**src/rtl/pipeline_stages_valid_ready.sv**
```systemverilog
// STAGES-deep valid/ready register pipeline; each stage adds INC (mod 2^WIDTH), with bubble collapsing and flush.
// Optional occupancy output when PIPE_OCCUPANCY_EN is defined.
module pipeline_stages_valid_ready #(
    parameter int WIDTH  = 32,
    parameter int STAGES = 2,
    parameter int INC    = 1
) (
    input  logic             clk,
    input  logic             rst_n,
    input  logic             flush,
    input  logic [WIDTH-1:0] in_data,
    input  logic             in_valid,
    output logic             in_ready,
    output logic [WIDTH-1:0] out_data,
    output logic             out_valid,
    input  logic             out_ready
`ifdef PIPE_OCCUPANCY_EN
    ,
    output logic [$clog2(STAGES+1)-1:0] occupancy
`endif
);

    localparam logic [WIDTH-1:0] INC_W = WIDTH'(INC);

    logic [STAGES-1:0] v_q;
    logic [STAGES-1:0] v_d;
    logic [WIDTH-1:0]  d_q [STAGES];
    logic [WIDTH-1:0]  d_d [STAGES];
    logic [STAGES:0]   r;
    logic [STAGES-1:0] src_v;
    logic [WIDTH-1:0]  src_d [STAGES];

    // Each stage is fed either by the producer or by its upstream neighbour.
    generate
        for (genvar gi = 0; gi < STAGES; gi++) begin : g_stage
            if (gi == 0) begin : g_head
                assign src_v[gi] = in_valid;
                assign src_d[gi] = in_data;
            end else begin : g_link
                assign src_v[gi] = v_q[gi-1];
                assign src_d[gi] = d_q[gi-1];
            end
        end
    endgenerate

    // A stage can take a beat if it is empty or its own beat moves on this cycle.
    always_comb begin
        r         = '0;
        r[STAGES] = out_ready;
        for (int k = STAGES - 1; k >= 0; k--) begin
            r[k] = ~v_q[k] | r[k+1];
        end
    end

    always_comb begin
        v_d = v_q;
        d_d = d_q;
        if (flush) begin
            v_d = '0;
        end else begin
            for (int k = 0; k < STAGES; k++) begin
                if (r[k]) begin
                    v_d[k] = src_v[k];
                    if (src_v[k]) begin
                        d_d[k] = src_d[k] + INC_W;
                    end
                end
            end
        end
    end

    always_ff @(posedge clk or negedge rst_n) begin
        if (!rst_n) begin
            v_q <= '0;
            for (int k = 0; k < STAGES; k++) begin
                d_q[k] <= '0;
            end
        end else begin
            v_q <= v_d;
            d_q <= d_d;
        end
    end

    assign in_ready  = r[0] & ~flush;
    assign out_valid = v_q[STAGES-1];
    assign out_data  = d_q[STAGES-1];

`ifdef PIPE_OCCUPANCY_EN
    localparam int OCC_W = $clog2(STAGES + 1);

    always_comb begin
        occupancy = '0;
        for (int k = 0; k < STAGES; k++) begin
            occupancy = occupancy + OCC_W'(v_q[k]);
        end
    end
`endif

endmodule
```
**config.mk**
```make
export PLATFORM = sky130hd
export DESIGN_NAME = pipeline_stages_valid_ready
export DESIGN_NICKNAME = d
export VERILOG_FILES = /design/src/rtl/pipeline_stages_valid_ready.sv
export SDC_FILE = /design/constraint.sdc
export NUM_CORES = 1
export LEC_CHECK = 0
export CORE_MARGIN = 1.5
export CORE_UTILIZATION = 30
export CTS_CLUSTER_SIZE = 20
export DETAILED_ROUTE_END_ITERATION = 10
export MAX_ROUTING_LAYER = met4
export PLACE_DENSITY = 0.59
export SLEW_MARGIN = 20
export SYNTH_ARGS = -nofsm -noshare
export SYNTH_HDL_FRONTEND = slang
export SYNTH_SLANG_ARGS = --single-unit
```
**constraint.sdc**
```tcl
create_clock -name clk -period 4.1 [get_ports clk]
set_input_delay 0.615 -clock clk [delete_from_list [all_inputs] [get_ports clk]]
set_output_delay 0.615 -clock clk [all_outputs]
set_load 0.05 [all_outputs]
```
==> impl_metrics.env <==
export IMPL_cp_cell_sequence="clkdlybuf4s50_1 > nor2b_1 > a21oi_1 > clkdlybuf4s50_1"
export IMPL_grtUsageTotal_pct=13.1
export IMPL_max_freq_mhz=357
export IMPL_cts_root_buf="clkbuf_16"
export IMPL_ys_warn_count=0
export IMPL_crit_fanout=4
export IMPL_status="complete, no violations"
export IMPL_cts_tree="done"
export IMPL_hold_viol=0
export IMPL_finClkSkew_ns=0.00321
export IMPL_core_region_area_um2=12200
export IMPL_ios=71
export IMPL_power_density_nw_per_um2=504
export IMPL_cts_sinks=66
export IMPL_maxSlewViolCount=0
export IMPL_drive_gt1_share_pct=7.30
export IMPL_dpl_hpwl_um=6340
export IMPL_fin_total_pwr_uw=2410
export IMPL_holdWs_ns=0.306
export IMPL_min_period_ns=2.80
export IMPL_synth_seq_cells=66
export IMPL_critPathRequiredTime_ns=3.48
export IMPL_wl_per_cell_um=12.6
export IMPL_grt_overflow=0
export IMPL_min_period_over_period_pct=68.3
export IMPL_cp_depth=4
export IMPL_chipWidth_um=116
export IMPL_synth_cells=426
export IMPL_worstSkewPairLatency_ns=0.33
export IMPL_drc_errors=0
export IMPL_fin_cells=634
export IMPL_criticalPathCategory="in -> out"
export IMPL_vias=2926
export IMPL_post_cts_buffers=0
export IMPL_start_util_pct=31.2
export IMPL_cts_resized_gates=0
export IMPL_hp_class="in -> async"
export IMPL_rr_endpoint="out_data[26]$_DFFE_PN0P_"
export IMPL_ant_nets=0
export IMPL_worst_slew_pin_slew_ns=0.784
export IMPL_final_setup_tns_ns=0
export IMPL_port_buffer_count=70
export IMPL_die_h_um=116
export IMPL_seq_area_frac_synth_pct=43.4
export IMPL_grt_max_degree=62
export IMPL_synth_flop_cell="dfrtp_1"
export IMPL_cap_violations=0
export IMPL_power_leakage_uw=0.00180
export IMPL_reg2reg_depth=6
export IMPL_diodes=0
export IMPL_gp_congestion=0.837
export IMPL_clk_pin_slew_ns=0.05
export IMPL_path_common_cell="clkdlybuf4s50_1"
export IMPL_end_kind="output pin"
export IMPL_drtIter0Drc=179
export IMPL_grt_pass1_wl_um=13300
export IMPL_ys_types=29
export IMPL_numCtsBuffers=9
export IMPL_dp_cells=618
export IMPL_async_flop_share_pct=100
export IMPL_rsz0062_at_grt="no"
export IMPL_antenna_found_initial=0
export IMPL_ir_drop_v=0.000181
export IMPL_cts_hold_buf=0
export IMPL_num_rows=40
export IMPL_worst_path_buf_inv=2
export IMPL_grt_pass1_vias=2726
export IMPL_drtPass1Iterations=4
export IMPL_reg2reg_slack_ns=2.00
export IMPL_wl_um=8000
export IMPL_setup_viol=0
export IMPL_slew_headroom_pct=47.3
export IMPL_cp_top_family="buffers and inverters"
export IMPL_htreeDepth=3
export IMPL_vias_per_cell=4.62
export IMPL_die_area_um2=13400
export IMPL_synth_edf_count=0
export IMPL_syn_avg_cell_area_um2=8.94
export IMPL_slowest_delay_ns=0.84
export IMPL_synth_nets=465
export IMPL_cp_slowest_cell="clkdlybuf4s50_1"
export IMPL_worstPathArrival_ns=2.19
export IMPL_clock_path_buffers=2
export IMPL_area_delta_synth_final_pct=25.4
export IMPL_r2r_start="d_q[32]$_DFFE_PN0P_"
export IMPL_crit_path_start_kind="input port"
export IMPL_final_nets=500
export IMPL_syn_cell_area_um2=3810
==> cell usage in the layout, fill, tap and decap left out, types with 18 or more instances in the layout <==
| cell type | count |
|---|---|
| nand3_1 | 25 |
| nand2_1 | 45 |
| xnor2_1 | 37 |
| nand4_1 | 18 |
| xor2_1 | 23 |
| o21ai_0 | 29 |
| a21oi_1 | 29 |
| dfrtp_1 | 66 |
| clkdlybuf4s50_1 | 69 |
| nor2_1 | 46 |
==> stage by stage <==
stage / util, % / setup WS, ns / instance area (um^2)
after floorplan: - / 1.62 / 3810
after global placement: 36.3 / 1.33 / 4430
after detailed placement: 36.3 / 1.29 / 4430
after CTS: 39.1 / 1.29 / 4770
after global routing: 39.1 / 1.24 / 4770
final: 39.1 / 1.30 / 4770
==> flip-flops by register name, indices dropped and copies added, names as in the netlist <==
register  count
out_data     32
d_q          32
v_q           2
==> layer usage <==
| layer | GRT usage [%] | vias up | share of wire (%) |
|---|---|---|---|
| met5 | - | - | 0 |
| met4 | 5.12 | 0 | 1.8 |
| met3 | 2.51 | 10 | 4.1 |
| met2 | 18.3 | 67 | 42 |
| met1 | 18.7 | 1342 | 52 |
| li1 | - | 1507 | - |
==> cells in the mapped netlist (all sizes together), types with 7 or more instances <==
cell    count  area (um^2)
a21oi      32          171
and3        9         56.3
and4        7         61.3
buf        34          250
clkbuf     15         56.3
dfrtp      66         1650
nand2      45          169
nand3      26          143
nand4      20          138
nor2       46          173
nor3       14         70.1
nor4        7         65.1
o21ai      29          145
xnor2      37          324
xor2       23          201
==> how the worst max path moves through the flow <==
stage                             from             endpoint  slack (ns)
floorplan           v_q[1]$_DFFE_PN0P_  d_q[38]$_DFFE_PN0P_        1.62
global placement             out_ready             in_ready        1.33
detailed placement           out_ready             in_ready        1.29
CTS                          out_ready             in_ready        1.29
global route                 out_ready             in_ready        1.24
finish                       out_ready             in_ready        1.30
==> kinds of logic (layout without fill, tap and decap cells) <==
logic type | count (synthesis) | in the layout | share of synthesized area (%)
AOI/OAI and AO/OA | 61 | 61 | 8.31
xor gates and xnor gates | 60 | 60 | 13.8
adders and majority gates | 2 | 2 | 0.657
buffers and inverters | 53 | 93 | 8.45
DFF | 66 | 66 | 43.4
muxes | 5 | 5 | 1.45
and+or+nand+nor | 179 | 179 | 24.0
==> where the power goes <==
part	switching, uW	internal [uW]	total, uW
clock network	266	580	846
registers	104	770	874
logic	436	252	688
==> area by class of cell <==
class | instances | area (um^2)
clock buffer | 12 | 267
clock inverter | 4 | 72.6
fill | 1264 | 7440
multi-input combinational | 307 | 1840
timing repair buffer | 73 | 718
inverter | 4 | 15.0
tap | 168 | 210
sequential | 66 | 1650
Note: power is estimated with default switching activity, not from simulation.
